<file path="config.mk">
export PLATFORM = sky130hd
export DESIGN_NAME = seq_mult_core
export DESIGN_NICKNAME = d
export VERILOG_FILES = /design/src/rtl/seq_mult_core.sv
export SDC_FILE = /design/constraint.sdc
export NUM_CORES = 1
export LEC_CHECK = 0
export ABC_CLOCK_PERIOD_IN_PS = 4400
export CAP_MARGIN = 20
export CORE_ASPECT_RATIO = 1.75
export CORE_UTILIZATION = 58
export CTS_CLUSTER_SIZE = 20
export DETAILED_ROUTE_END_ITERATION = 10
export GPL_TIMING_DRIVEN = 0
export PLACE_DENSITY = 0.85
export SLEW_MARGIN = 20
export SYNTH_ARGS = -nofsm -noshare
export SYNTH_HDL_FRONTEND = slang
export SYNTH_SLANG_ARGS = --single-unit
</file>
<file path="constraint.sdc">
create_clock -name Clk -period 4.4 [get_ports Clk]
set_input_delay 0.44 -clock Clk [delete_from_list [all_inputs] [get_ports Clk]]
set_output_delay 0.44 -clock Clk [all_outputs]
set_load 0.01 [all_outputs]
</file>
<file path="src/rtl/seq_mult_core.sv">
// seq_mult_core: sequential signed add-shift multiplier, {X,A,B} = B * S.
// Ports: Clk, Reset (async, active-low); ClearA_LoadB clears A/X and loads B
// from S while idle; Run (level) starts a multiply; S is the operand;
// Aval/Bval/X hold the product; Busy/Done are decoded from the state register.
// Define SEQ_MULT_FAST_EN to merge add and shift into one STEP cycle per bit.
module seq_mult_core #(
  parameter int WIDTH = 8
) (
  input  logic             Clk,
  input  logic             Reset,
  input  logic             ClearA_LoadB,
  input  logic             Run,
  input  logic [WIDTH-1:0] S,
  output logic [WIDTH-1:0] Aval,
  output logic [WIDTH-1:0] Bval,
  output logic             X,
  output logic             Busy,
  output logic             Done
);
  localparam int CW = $clog2(WIDTH);
  localparam logic [CW-1:0] LAST = CW'(WIDTH - 1);
`ifdef SEQ_MULT_FAST_EN
  typedef enum logic [1:0] {S_IDLE, S_START, S_STEP, S_DONE} state_t;
`else
  typedef enum logic [2:0] {S_IDLE, S_START, S_ADD, S_SHIFT, S_DONE} state_t;
`endif
  state_t state_q, state_d;
  logic [WIDTH-1:0] a_q, a_d, b_q, b_d, m_q, m_d;
  logic [CW-1:0] count_q, count_d;
  logic x_q, x_d;
  logic [WIDTH:0] sum, ax;
  // The multiplier's top bit has negative weight, so the last partial product is subtracted.
  always_comb begin
    sum = (count_q == LAST) ? {a_q[WIDTH-1], a_q} - {m_q[WIDTH-1], m_q}
                            : {a_q[WIDTH-1], a_q} + {m_q[WIDTH-1], m_q};
    ax = b_q[0] ? sum : {x_q, a_q};
  end
  always_comb begin
    state_d = state_q;
    a_d = a_q;
    b_d = b_q;
    m_d = m_q;
    x_d = x_q;
    count_d = count_q;
    unique case (state_q)
      S_IDLE: begin
        if (ClearA_LoadB) begin
          a_d = '0;
          x_d = 1'b0;
          b_d = S;
        end else if (Run) state_d = S_START;
      end
      S_START: begin
        a_d = '0;
        x_d = 1'b0;
        m_d = S;
        count_d = '0;
`ifdef SEQ_MULT_FAST_EN
        state_d = S_STEP;
`else
        state_d = S_ADD;
`endif
      end
`ifdef SEQ_MULT_FAST_EN
      S_STEP: begin
        {x_d, a_d, b_d} = {ax[WIDTH], ax, b_q[WIDTH-1:1]};
        count_d = (count_q == LAST) ? count_q : count_q + CW'(1);
        state_d = (count_q == LAST) ? S_DONE : S_STEP;
      end
`else
      S_ADD: begin
        {x_d, a_d} = ax;
        state_d = S_SHIFT;
      end
      S_SHIFT: begin
        {x_d, a_d, b_d} = {x_q, x_q, a_q, b_q[WIDTH-1:1]};
        count_d = (count_q == LAST) ? count_q : count_q + CW'(1);
        state_d = (count_q == LAST) ? S_DONE : S_ADD;
      end
`endif
      S_DONE: state_d = Run ? S_DONE : S_IDLE;
      default: state_d = S_IDLE;
    endcase
  end
  always_ff @(posedge Clk or negedge Reset) begin
    if (!Reset) begin
      state_q <= S_IDLE;
      a_q <= '0;
      b_q <= '0;
      m_q <= '0;
      x_q <= 1'b0;
      count_q <= '0;
    end else begin
      state_q <= state_d;
      a_q <= a_d;
      b_q <= b_d;
      m_q <= m_d;
      x_q <= x_d;
      count_q <= count_d;
    end
  end
  assign Aval = a_q;
  assign Bval = b_q;
  assign X = x_q;
  assign Done = state_q == S_DONE;
`ifdef SEQ_MULT_FAST_EN
  assign Busy = state_q == S_START || state_q == S_STEP;
`else
  assign Busy = state_q == S_START || state_q == S_ADD || state_q == S_SHIFT;
`endif
endmodule
</file>
Word-level counts from Yosys, hierarchy flattened
Cells that the tools add are included.
- add/sub/neg operators: 3
- equality and inequality tests: 10
- mux-type cells: 15
- reduce and logical (&&, ||, !) cells: 12
- operators with widths (kind ; number):
    case mux 8 bit (4 select lines) ; 1
    2-to-1 mux 9 bit ; 2
    2-to-1 mux 8 bit ; 2
    case mux 8 bit (2 select lines) ; 1
    2-to-1 mux 3 bit ; 5
    case mux 3 bit (5 select lines) ; 1
    inequality test 2 bit, second input constant ; 5
    adder 8 x 8 -> 9 bit ; 1
    subtractor 8 x 8 -> 9 bit ; 1
    equality test 3 x 2 -> 1 bit, second input constant ; 2
    equality test 3 bit, second input constant ; 2
    case mux 3 bit (2 select lines) ; 1
    AND reduction 2 bit ; 3
    AND reduction 3 bit ; 2
    nonzero test 2 bit ; 2
    nonzero test 4 bit ; 1
    adder 3 x 1 -> 3 bit, second input constant ; 1
    equality test 3 x 1 -> 1 bit, second input constant ; 1
    logical NOT 3 bit ; 1
    case mux 1 bit (3 select lines) ; 1
    nonzero test 3 bit ; 1
    logical OR 1 bit ; 2
    2-to-1 mux 1 bit ; 1
- flip-flop bits (word level): 31
- input bits: 12
- output and inout port bits: 19
- logic and storage cells: 46

Longest topological paths before layout
- word-level depth: 4
- depth in mapped cells: 11

Least setup slack after synthesis
OpenSTA, ideal clock, no wires.
- path kind: reg-to-reg
- start: register count_q[0]
- end: register x_q, in the netlist X
- arrival time: 2.642 ns
- data required time: 4.278 ns
- setup slack: 1.636 ns
- cell stages (with the launch flop): 11
- path buffers: 1
- period minus slack after synthesis: 2.764 ns
- cells stage by stage: dfrtp_1 -> ha_1 -> ha_1 -> buf_1 -> mux2_1 -> fa_1 -> nand2b_1 -> a21oi_1 -> o21ai_0 -> xnor2_1 -> a32o_1
- cells in the longest elaborated chain, start to end: 4
- ends and longest elaborated chain (item ; line ; RTL):
    from (decl) ; 29 ; logic [CW-1:0] count_q, count_d;
    from (signal assigned) ; 99 ; count_q <= count_d;
    equality test 3 bit ; 34 ; sum = (count_q == LAST) ? {a_q[WIDTH-1], a_q} - {m_q[WIDTH-1], m_q}
    2-to-1 mux 9 bit ; 34 ;
    2-to-1 mux 9 bit ; 36 ; ax = b_q[0] ? sum : {x_q, a_q};
    case mux 1 bit (3 select lines) ; 45 ; unique case (state_q)
    to (signal assigned) ; 91 ; x_q <= 1'b0;
    to (signal assigned) ; 98 ; x_q <= x_d;
    to (decl) ; 30 ; logic x_q, x_d;
Every way passes these cells. The select of a mux whose other input is x is not followed.
A chain may end at the register's enable or synchronous reset.

Worst setup path after layout
Same ends and word-level chain as after synthesis.

==> results.json <==
{
  "cts_tree": "yes",
  "cts_htree_levels": 2,
  "synth_area_sq_mm": 0.00206,
  "cts.root.buffer_cell": "clkbuf_8",
  "wl_per_cell_um": 15.2,
  "drive_gt1_frac": 0.106,
  "ys_ff_latch": 31,
  "yosysWarnings": 0,
  "yosys-top-cells-count": "32 x nand2_1, 32 x nor2_1, 31 x dfrtp_1",
  "synth_fp_nets": 250,
  "cp_cell_sequence": "ha_1 -> ha_1 -> buf_1 -> mux2_1 -> fa_1 -> nand2b_1 -> a21oi_1 -> o21ai_0 -> xnor2_1 -> a32o_1",
  "cts_max_path_buffers": 2,
  "crit_type": "register to register",
  "syn_area_per_cell_sq_um": 9.12,
  "synth_edf_count": 0,
  "nFillCells": 268,
  "antenna_found_initial": 0,
  "antenna_left": 0,
  "grt_usage": 0.285,
  "grt_pass1_wl_um": 7720,
  "cts_resized": 0,
  "setup_viol": 0,
  "rrSetupSlack_ps": 1180,
  "post-dp-hpwl_um": 3520,
  "ios": 31,
  "coreArea_sq_mm": 0.00340,
  "slew_violations": 0,
  "antenna_cells": 0,
  "worstPathArrival_ps": 3410,
  "cp-end-kind": "register",
  "max_stage_delay_ps": 440,
  "dieArea_sq_mm": 0.00381,
  "postCtsSetupBuffers": 0,
  "portBuffers": 30,
  "dr.pass1.iters": 4,
  "synth_area_leader_cell": "dfrtp_1",
  "synth_cell_type_count": 50,
  "die_w_um": 47.1,
  "clk_pin_slew_ps": 70,
  "die-height_um": 80.9,
  "worstSetupStartpointType": "register",
  "overflow": 0,
  "drt_iter0_drc": 33,
  "crit_fanout": 10,
  "clock_sinks": 31,
  "critical_path_required_ps": 4580,
  "via_count": 1750,
  "synth_area_leaders": "dfrtp_1 38%, ha_1 6.7%, mux2i_1 6.3%, a21oi_1 5.8%, nand2_1 5.8%",
  "hold_buffers": 0,
  "fin_nets": 287,
  "grt_max_degree": 32,
  "period_needed_ps": 3220,
  "cpMaxStageDelayCell": "fa_1",
  "crit_top_cell": "ha_1",
  "cap_violations": 0,
  "numCtsBuffers": 5,
  "grt_pass1_vias": 1712,
  "std_cell_rows": 28,
  "setup_tns_ps": 0,
  "status": "completed",
  "synth_top_cell_area_share": 0.376,
  "synth-main-ff-cell": "dfrtp_1",
  "tightestPinTransition_ps": 697,
  "area_growth_pct": 21.3,
  "clock.fmax_ghz": 0.310,
  "clock_latency_ps": 290,
  "hold_violations": 0,
  "synth_cells": 226,
  "gp_congestion": 0.904,
  "rsz0062_at_grt": "no",
  "avgViaCountPerCell": 5.68,
  "hold_path_class": "primary input to async pin",
  "totalWireLength_um": 4670,
  "rr_startpoint": "count_q[0]$_DFFE_PN0P_",
  "critPathLaunch": "count_q[0]$_DFFE_PN0P_",
  "fin_crit_sh": 0.733,
  "initial_utilization": 0.607,
  "ys_seq_area_frac": 0.376,
  "synthArstFlopShare": 1.00,
  "drc_errors": 0,
  "slew_headroom": 0.535,
  "clock_skew_ps": 9.47
}
## cells by family (layout without fill, tap and decap cells)
family	after synthesis	after routing	synth area share
compound gates	50	50	0.160
xor+xnor	9	9	0.0382
fa+ha+maj	12	12	0.0765
buf+inv	16	53	0.0437
flops	31	31	0.376
mux	15	15	0.0740
simple gates	93	93	0.231
## worst max-delay path: cells and delay by family, from the launching register on
kind | cells | cell delay (ps)
fa+ha+maj | 3 | 820
compound gates | 3 | 780
simple gates | 1 | 180
flops | 1 | 370
xor+xnor | 1 | 160
buf+inv | 1 | 400
mux | 1 | 420
## metal layers
| metal | routed length [um] | part of all wire | track usage | up-vias |
|---|---|---|---|---|
| li1 | - | - | - | 859 |
| met5 | 0 | 0 | 0 | - |
| met3 | 134 | 0.029 | 0.0511 | 18 |
| met2 | 2580 | 0.55 | 0.489 | 44 |
| met1 | 1830 | 0.39 | 0.326 | 829 |
| met4 | 132 | 0.028 | 0.131 | 0 |
## placed cells by master, fill, tap and decap left out, types with 2 or more instances in the layout
cell	synthesis	final
nor2_1	32	32
nand2_1	32	32
dfrtp_1	31	31
clkdlybuf4s50_1	0	29
a21oi_1	24	24
mux2i_1	13	13
ha_1	11	11
inv_1	8	8
xnor2_1	8	8
clkbuf_8	0	6
o21ai_1	5	5
nor3_1	4	4
a31oi_1	3	3
buf_4	3	3
buf_2	2	3
nand2b_1	3	3
o21ai_0	3	3
mux2_1	2	2
nor4b_1	2	2
nand2_4	2	2
or3_1	2	2
and3_1	2	2
nor3b_1	2	2
nor2b_1	2	2
a32oi_1	2	2
o21a_1	2	2
## through the flow
step	setup slack (ps)	instances	instance area, sq um	utilization	hold WS [ps]
6_report	1180	308	2500	0.736	200
5_1_grt	1000	308	2500	0.736	263
4_1_cts	1170	308	2500	0.736	215
3_5_place_dp	1190	301	2410	0.710	484
3_3_place_gp	1240	301	2420	0.712	478
2_1_floorplan	1640	226	2060	-	144
## state kept, by name (all words and copies together), names as in the netlist
register  flops
m_q           8
state_q       3
count_q       3
Aval          8
Bval          8
X             1
## worst paths after layout
| path | to | cells after the start |
|---|---|---|
| min in group Clk | count_q[0]$_DFFE_PN0P_ | 1 |
| worst max-delay path | X$_DFFE_PN0P_ | 10 |
| max in group asynchronous | count_q[1]$_DFFE_PN0P_ | 1 |
| worst min-delay path | Aval[1]$_DFFE_PN0P_ | 1 |
| worst max register to register | X$_DFFE_PN0P_ | 10 |
| worst min register to register | count_q[0]$_DFFE_PN0P_ | 1 |
## final cells by class
type	instances	area (sq um)	share of cell area
Tap cell	45	56.3	0.0225
Buffer	7	56.3	0.0225
Timing Repair Buffer	30	295	0.118
Clock buffer	6	82.6	0.0330
Multi-Input combinational cell	179	1200	0.478
Inverter	9	33.8	0.0135
Sequential cell	31	776	0.310
Clock inverter	1	5.00	0.00200
Power is left out: the tool's default activity adds up to more than one toggle a clock period on the data nets, which glitch-free logic cannot reach.
